$ cat config.mk
export PLATFORM = sky130hd
export DESIGN_NAME = aes_result_monitor
export DESIGN_NICKNAME = d
export VERILOG_FILES = /design/src/rtl/aes_result_monitor.sv
export SDC_FILE = /design/constraint.sdc
export NUM_CORES = 1
export LEC_CHECK = 0
export ABC_AREA = 1
export CORE_MARGIN = 4
export CORE_UTILIZATION = 46
export DETAILED_ROUTE_END_ITERATION = 7
export PLACE_DENSITY = 0.87
export SLEW_MARGIN = 20
export SYNTH_ARGS = -nofsm -noshare
export SYNTH_HDL_FRONTEND = slang
export SYNTH_SLANG_ARGS = --single-unit
$ cat constraint.sdc
create_clock -name clk -period 3.55 [get_ports clk]
set_input_delay 0.71 -clock clk [delete_from_list [all_inputs] [get_ports clk]]
set_output_delay 0.71 -clock clk [all_outputs]
set_load 0.05 [all_outputs]
$ cat src/rtl/aes_result_monitor.sv
// Passive monitor: captures result words written to a memory window and compares them with exp_data.
// Optional macro AES_MON_REWRITE_FAIL_EN: a second write to an already-captured word fails the run.
module aes_result_monitor #(
    parameter logic [31:0] BASE_ADDR      = 32'h0000_0120,
    parameter int unsigned NUM_WORDS      = 4,
    parameter int unsigned TIMEOUT_CYCLES = 5000
) (
    input  logic                    clk,
    input  logic                    reset,
    input  logic                    start,
    input  logic [32*NUM_WORDS-1:0] exp_data,
    input  logic                    mem_valid,
    input  logic                    mem_ready,
    input  logic [31:0]             mem_addr,
    input  logic [31:0]             mem_wdata,
    input  logic [3:0]              mem_wstrb,
    input  logic                    trap,
    output logic                    done,
    output logic                    pass,
    output logic                    fail,
    output logic                    timeout,
    output logic                    trap_seen,
    output logic [NUM_WORDS-1:0]    match_mask,
    output logic [32*NUM_WORDS-1:0] captured_data,
    output logic [31:0]             cycle_count
);

    localparam int unsigned IdxW    = (NUM_WORDS > 1) ? $clog2(NUM_WORDS) : 1;
    localparam logic [31:0] Span    = 32'(4 * NUM_WORDS);
    localparam logic [31:0] TmoLast = 32'(TIMEOUT_CYCLES - 1);

    typedef enum logic [2:0] {
        StIdle,
        StArmed,
        StCheck,
        StPass,
        StFail,
        StTmo
    } state_e;

    state_e               state_q;
    logic [NUM_WORDS-1:0] written_q;

    logic                 wr_hs;
    logic                 hit;
    logic                 completes;
    logic [31:0]          offset;
    logic [IdxW-1:0]      hit_idx;
    logic [NUM_WORDS-1:0] written_nxt;
    logic [NUM_WORDS-1:0] match_nxt;

    always_comb begin
        wr_hs       = mem_valid & mem_ready & (mem_wstrb != 4'h0);
        offset      = mem_addr - BASE_ADDR;
        // offset check alone would wrap for addresses below BASE_ADDR
        hit         = wr_hs && (mem_addr[1:0] == 2'b00) && (mem_addr >= BASE_ADDR)
                      && (offset < Span);
        hit_idx     = offset[IdxW+1:2];
        written_nxt = written_q;
        for (int i = 0; i < NUM_WORDS; i++) begin
            if (hit && (hit_idx == IdxW'(i))) begin
                written_nxt[i] = 1'b1;
            end
        end
        completes = hit && (&written_nxt);
        for (int i = 0; i < NUM_WORDS; i++) begin
            match_nxt[i] = (captured_data[32*i +: 32] == exp_data[32*i +: 32]);
        end
    end

`ifdef AES_MON_REWRITE_FAIL_EN
    logic rewrite;
    assign rewrite = |(written_q & ~(written_nxt ^ written_q) & written_nxt & hit_onehot());

    function automatic logic [NUM_WORDS-1:0] hit_onehot();
        logic [NUM_WORDS-1:0] oh;
        oh = '0;
        for (int i = 0; i < NUM_WORDS; i++) begin
            oh[i] = hit && (hit_idx == IdxW'(i));
        end
        return oh;
    endfunction
`endif

    always_ff @(posedge clk) begin
        if (reset) begin
            state_q       <= StIdle;
            written_q     <= '0;
            done          <= 1'b0;
            pass          <= 1'b0;
            fail          <= 1'b0;
            timeout       <= 1'b0;
            trap_seen     <= 1'b0;
            match_mask    <= '0;
            captured_data <= '0;
            cycle_count   <= '0;
        end else begin
            unique case (state_q)
                StIdle, StPass, StFail, StTmo: begin
                    if (start) begin
                        state_q       <= StArmed;
                        written_q     <= '0;
                        done          <= 1'b0;
                        pass          <= 1'b0;
                        fail          <= 1'b0;
                        timeout       <= 1'b0;
                        trap_seen     <= 1'b0;
                        match_mask    <= '0;
                        captured_data <= '0;
                        cycle_count   <= '0;
                    end
                end
                StArmed: begin
                    for (int i = 0; i < NUM_WORDS; i++) begin
                        for (int b = 0; b < 4; b++) begin
                            if (hit && (hit_idx == IdxW'(i)) && mem_wstrb[b]) begin
                                captured_data[32*i + 8*b +: 8] <= mem_wdata[8*b +: 8];
                            end
                        end
                    end
                    written_q <= written_nxt;
                    if (trap && !completes) begin
                        trap_seen <= 1'b1;
                    end
`ifdef AES_MON_REWRITE_FAIL_EN
                    if (rewrite) begin
                        fail    <= 1'b1;
                        done    <= 1'b1;
                        state_q <= StFail;
                    end else
`endif
                    if (completes) begin
                        state_q <= StCheck;
                    end else if (trap) begin
                        fail    <= 1'b1;
                        done    <= 1'b1;
                        state_q <= StFail;
                    end else if (cycle_count == TmoLast) begin
                        timeout <= 1'b1;
                        done    <= 1'b1;
                        state_q <= StTmo;
                    end else if (cycle_count != 32'hFFFF_FFFF) begin
                        cycle_count <= cycle_count + 32'd1;
                    end
                end
                StCheck: begin
                    match_mask <= match_nxt;
                    done       <= 1'b1;
                    if (&match_nxt) begin
                        pass    <= 1'b1;
                        state_q <= StPass;
                    end else begin
                        fail    <= 1'b1;
                        state_q <= StFail;
                    end
                end
                default: state_q <= StIdle;
            endcase
        end
    end

endmodule

==> impl_metrics.ini, run 1 <==
[yosys]
synthAdderAreaFrac_pct = 0.242
synth_edf_count = 0
synth_nets = 1696
yosys.area_share.simple_pct = 30.2
avgSynthCellArea_um2 = 6.93
ys_types = 43
async_flop_share_pct = 0
synth-seq-cells = 176
syn_inst = 1492
synth_top_family_by_area = simple AND/OR/NAND/NOR gates
yosysSeqAreaShare_pct = 34.1
synth_top_flop_cell = dfxtp_1
syn_area_um2 = 10300
synth-compound-area-share_pct = 18.7
synth-xor-area-share_pct = 9.40
synth_mux_area_share_pct = 0
yosys_warnings = 0

[die]
die_h_um = 158
rows = 54
die_x_um = 158
io-pin-count = 371
coreArea_um2 = 22000
die_area_um2 = 24900
start_util_pct = 47.1

[timing]
slew_headroom_pct = 41.1
rsz0062_at_grt = no
setup_tns_ns = 0
setup_viol = 0
period_minus_slack_ns = 3.30
fin_crit_sh_pct = 93.0
layout_setup_ws_ns = 0.249
slew_viol_final = 0
skew_ns = 0.0275
fmax_mhz = 303
worst-slew-pin-transition_ns = 0.883
hold_viol = 0
hold_slack_ns = 0.455

[final_layout]
fin_nets = 2105
n_antenna_cell = 0
fin_cells = 2194
final_common_cell = clkdlybuf4s50_1
drive_gt1_share_pct = 11.5
area_delta_synth_final_pct = 50.0
final_cell_mix = clkdlybuf4s50_1, nand2_1, dfxtp_1, nor2_1, a21oi_1

[worst_setup_path]
cp-start-kind = input port
r2r_end = cycle_count[22]
r2r_slack_ns = 0.53
path_common_cell = nand2_1
cp.arrival_ns = 3.66
rr_startpoint = cycle_count[0]
worstSetupPathType = in -> reg
cpPeakStageDelay_ns = 0.52
crit_required_ns = 3.91
r2r_cells = 14
cp.depth = 22
path_max_fanout = 16
crit_chain = clkdlybuf4s50_1, nor2_1, nand2_1, buf_4, nor2_1, nand2_1, nor2_1, nand2_1, nand2_1, nand2_1, nor2_1, nand2_1, nor2_1, nand3_1, nand2_1, nand2_1, nor2_4, nand2_4, nand3_4, buf_12, nand2_1, a21oi_1
cpLargestDelayFamily = simple AND/OR/NAND/NOR gates
end_kind = flop
crit_slowest_cell = clkdlybuf4s50_1
worst-path-buf-inv = 3

[clocking]
clock_latency_ns = 0.44
htreeDepth = 4
clk_pin_slew_ns = 0.08
cts_tree = built
clockBufferDepth = 2
root_buffer = clkbuf_16
numCtsBuffers = 17
cts_sinks = 176
hold_buffers = 0

[routing]
dr_wl_met2_um = 21300
dr.pass1.iters = 6
drt-total-wl_um = 43800
route.met3.wl_um = 3940
wl_per_cell_um = 19.9
drt_first_iter_violations = 1285
wl_met1_um = 16800
drtAntennaViolNets = 0
vias = 12465
topRoutingLayerUsed = met4
drc = 0
vias_per_cell = 5.68

[grt]
grt_pass1_vias = 12108
track_usage_pct = 33.6
grt_overflow = 0
grt_max_degree = 70
antenna_found_initial = 0
grt_pass1_wl_um = 65500

[placement]
place_congestion = 0.988
post-place-ws_ns = -0.239
dp_cells = 2161
dp_hpwl_um = 35000
port_buffers = 370

[power]
p_leak_nw = 5.62
peakVddDrop_mv = 0.390
total_power_w = 0.00800
cellPowerDensity_nw_per_um2 = 516

[worst_hold_path]
hold_end = trap_seen
holdCritPathClass = reg -> reg
hp-start = trap_seen
min_path_cells = 2

[outcome]
status = completed

[job]
drv_cap = 0
[worst register-to-register path, delay by kind of cell (launching register included)]
family / cells / cell delay (ns)
compound gates: 3 / 0.62
simple gates: 8 / 1.30
fa+ha+maj: 1 / 0.31
flops: 1 / 0.43
buf+inv: 2 / 0.28
[layer usage]
| layer | global-route usage (%) | vias to the layer above |
|---|---|---|
| li1 | - | 5842 |
| met1 | 40.5 | 5795 |
| met2 | 58.2 | 712 |
| met3 | 7.38 | 116 |
| met4 | 13.4 | 0 |
| met5 | 0 | - |
[flip-flops by register name (all words and copies together), names as in the netlist]
register       count
captured_data    128
cycle_count       32
match_mask         4
written_q          4
state_q            3
done               1
fail               1
pass               1
timeout            1
trap_seen          1
[power by group]
group	internal [W]	switching [W]
sequential	0.00227	0.000358
combinational	0.00131	0.00216
clock	0.000953	0.000944
[cells in the mapped netlist (3+ instances only)]
cell type  count  area share (%)
a211oi_1      26             1.9
a21oi_1      146             7.1
o2111ai_1     11            0.93
a21oi_2       24             2.0
o21ai_1        7            0.34
clkbuf_1      38             1.4
nor4_1        22             1.3
nor3_1        19            0.92
nor2_4         4            0.44
nand2_1      290              11
xnor2_1       90             7.6
a22oi_1        3            0.22
nand4_1       84             5.1
nor2_2         9            0.54
nand2_4        3            0.33
buf_2         19            0.92
nor2_1       157             5.7
or2_2         31             1.9
nand2_2       11            0.67
inv_2          9            0.33
dfxtp_1      176              34
xor2_1        21             1.8
nand3_1       35             1.7
a21oi_4        3            0.47
inv_1        117             4.2
o21ai_0      108             5.2
o211ai_1       4            0.29
nand3b_1       7            0.51
[metrics by stage]
stage / area, um^2 / util, %
after floorplan: 10300 / -
after global placement: 14900 / 67.7
after detailed placement: 14900 / 67.7
after CTS: 15500 / 70.4
after global routing: 15500 / 70.6
final: 15500 / 70.6
[repair_timing]
| action | in CTS | in global routing |
|---|---|---|
| endpoints found under the setup margin | 0 | 53 |
| setup buffers | 0 | 1 |
| gates resized for setup | 0 | 9 |
[cells by family (layout without fill, tap and decap cells)]
logic type      count (synthesis)  count (layout)
buf+inv                       190             612
flops                         176             176
xor+xnor                      111             111
simple gates                  678             678
compound gates                335             335
fa+ha+maj                       2               2
[worst max-delay path by stage]
stage | startpoint | end | slack [ns]
detailed placement | mem_addr[5] | cycle_count[10] | -0.24
finish | mem_addr[15] | cycle_count[22] | 0.25
floorplan | mem_addr[5] | cycle_count[23] | 0.66
CTS | mem_addr[5] | cycle_count[22] | 0.20
global route | mem_addr[15] | cycle_count[23] | 0.006
global placement | mem_addr[5] | cycle_count[23] | -0.17
[layout make-up]
class	count	area, um^2
clock inverters	14	170
fillers	1777	6440
inverters	128	480
clock buffers	18	429
multi-input cells	1126	6110
flip-flops and latches	176	3520
repair buffers	452	4450
well taps	280	350
Note: power is estimated with default switching activity, not from simulation.
==> run 2, diff against run 1 <==
--- a/config.mk
+++ b/config.mk
@@ -6,10 +6,9 @@
 export NUM_CORES = 1
 export LEC_CHECK = 0
 export ABC_AREA = 1
-export CORE_MARGIN = 4
 export CORE_UTILIZATION = 46
 export DETAILED_ROUTE_END_ITERATION = 7
-export PLACE_DENSITY = 0.87
+export PLACE_DENSITY = 0.82
 export SLEW_MARGIN = 20
 export SYNTH_ARGS = -nofsm -noshare
 export SYNTH_HDL_FRONTEND = slang
==> run 2 against run 1 <==
The flow now finishes with violations (DRC). Design area hardly changed. Sequential power hardly changed. Worst hold slack better by 0.0055 ns. Worst setup slack worse by 0.024 ns. Final cell count is 0.50% lower. Highest routed layer unchanged.
==> impl_metrics.ini, run 2 (synthesized netlist as in run 1, its figures left out) <==
[placement]
dp_hpwl_um = 32800
place_congestion = 0.979
dp_cells = 2145
port_buffers = 370
post-place-ws_ns = -0.162

[worst_hold_path]
hold_end = trap_seen
hp-start = trap_seen
holdCritPathClass = reg -> reg
min_path_cells = 2

[clocking]
numCtsBuffers = 17
clk_pin_slew_ns = 0.07
htreeDepth = 4
cts_tree = built
clock_latency_ns = 0.45
clockBufferDepth = 2
cts_sinks = 176
root_buffer = clkbuf_16

[final_layout]
fin_cells = 2183
fin_nets = 2092
drive_gt1_share_pct = 11.0
largest_register_ffs = 128
final_cell_mix = clkdlybuf4s50_1, nand2_1, dfxtp_1, nor2_1, a21oi_1
fin_util_pct = 70.6
final_common_cell = clkdlybuf4s50_1
largest_register = captured_data
area_delta_synth_final_pct = 50.0
reg_top3 = captured_data x128, cycle_count x32

[routing]
topRoutingLayerUsed = met4
dr_wl_met2_um = 19700
route.met3.wl_um = 3670
drtAntennaViolNets = 0
drt-total-wl_um = 41800
drt_first_iter_violations = 984
drc = 18
vias = 12209
wl_met1_um = 16400
wl_per_cell_um = 19.1
dr.pass1.iters = 8
vias_per_cell = 5.59

[power]
total_power_w = 0.00805
p_leak_nw = 5.58
peakVddDrop_mv = 0.398
cellPowerDensity_nw_per_um2 = 519

[outcome]
violations = DRC
status = complete, but fails checks

[die]
die_x_um = 152
die_h_um = 152
start_util_pct = 47.1
die_area_um2 = 23100
coreArea_um2 = 22000
io-pin-count = 371
rows = 54

[worst_setup_path]
worst-path-buf-inv = 2
path_common_cell = nand2_1
r2r_end = cycle_count[1]
cp.arrival_ns = 3.61
cpLargestDelayFamily = simple AND/OR/NAND/NOR gates
r2r_cells = 15
end_kind = flop
path_max_fanout = 5
cpPeakStageDelay_ns = 0.54
r2r_slack_ns = 0.68
crit_slowest_cell = clkdlybuf4s50_1
crit_required_ns = 3.84
crit_chain = clkdlybuf4s50_1, nor2_1, nand2_1, nor2_2, nand3_1, xor2_1, nand3_1, nor2_4, nand4_1, nand2_2, nand2_2, nor2_4, nand2_4, nand3_4, buf_4, nand2_1, nand2_1, nor2_1
cp-start-kind = input port
worstSetupPathType = in -> reg
rr_startpoint = cycle_count[1]

[grt]
grt_pass1_vias = 11832
grt_pass1_wl_um = 64300
grt_overflow = 0
antenna_found_initial = 2
grt_max_degree = 70
track_usage_pct = 35.6

[timing]
setup_viol = 0
hold_viol = 0
worst-slew-pin-transition_ns = 0.867
fmax_mhz = 301
layout_setup_ws_ns = 0.226
skew_ns = 0.0251
slew_viol_final = 0
fin_crit_sh_pct = 93.6
period_minus_slack_ns = 3.32
slew_headroom_pct = 42.2

[job]
drv_cap = 0
==> run 2: worst reg2reg max path, cell delays in order (launching register included) <==
cell	delay [ns]
dfxtp_1	0.42
ha_1	0.20
nand2_1	0.11
inv_1	0.11
nand3_1	0.13
nor2_1	0.29
nand2_1	0.18
nor2_1	0.17
nand4_1	0.14
o31ai_1	0.31
a21oi_2	0.14
nand3_4	0.21
buf_4	0.18
nand2_1	0.05
nand2_1	0.05
nor2_1	0.04
==> run 2: what timing repair did <==
item,4_1_cts,5_1_grt
hold buffers,0,0
buffers inserted,0,2
endpoints found under the setup margin,0,28
gates resized for setup,0,10
==> run 2: how the worst max path moves through the flow <==
stage	startpoint	to	slack, ns	cells after the start
final	mem_addr[14]	cycle_count[1]	0.23	18
after CTS	mem_addr[5]	cycle_count[27]	0.28	18
after detailed placement	mem_addr[5]	cycle_count[14]	-0.16	18
after global routing	mem_addr[6]	cycle_count[25]	-0.02	22
after global placement	mem_addr[14]	cycle_count[1]	-0.16	18
after floorplan	mem_addr[5]	cycle_count[23]	0.66	20
==> run 2: power by group <==
part	switching (W)	internal [W]	total, W
Sequential	0.000355	0.00227	0.00263
Combinational	0.00214	0.00132	0.00346
Clock	0.000986	0.000972	0.00196
==> run 2: per-stage QoR <==
step                      TNS [ns]  hold slack [ns]  cell area [um^2]
after global routing       -0.0785            0.485             15500
final                            0            0.461             15500
after detailed placement     -6.62            0.449             14800
after CTS                        0            0.460             15400
after floorplan                  0            0.445             10300
after global placement       -6.80            0.439             14800
==> run 2: cell type report <==
class | count | area [um^2]
Timing Repair Buffer | 439 | 4430
Clock buffer | 17 | 425
Multi-Input combinational cell | 1126 | 6090
Sequential cell | 176 | 3520
Clock inverter | 15 | 206
Fill cell | 1800 | 6450
Antenna cell | 2 | 5.00
Inverter | 128 | 480
Tap cell | 280 | 350
==> run 2: per-layer routing <==
metal / vias to the layer above / global-route usage [%]
met2: 620 / 60.7
met3: 127 / 8.53
met1: 5632 / 41.4
met5: - / 0
met4: 0 / 18.7
li1: 5830 / -
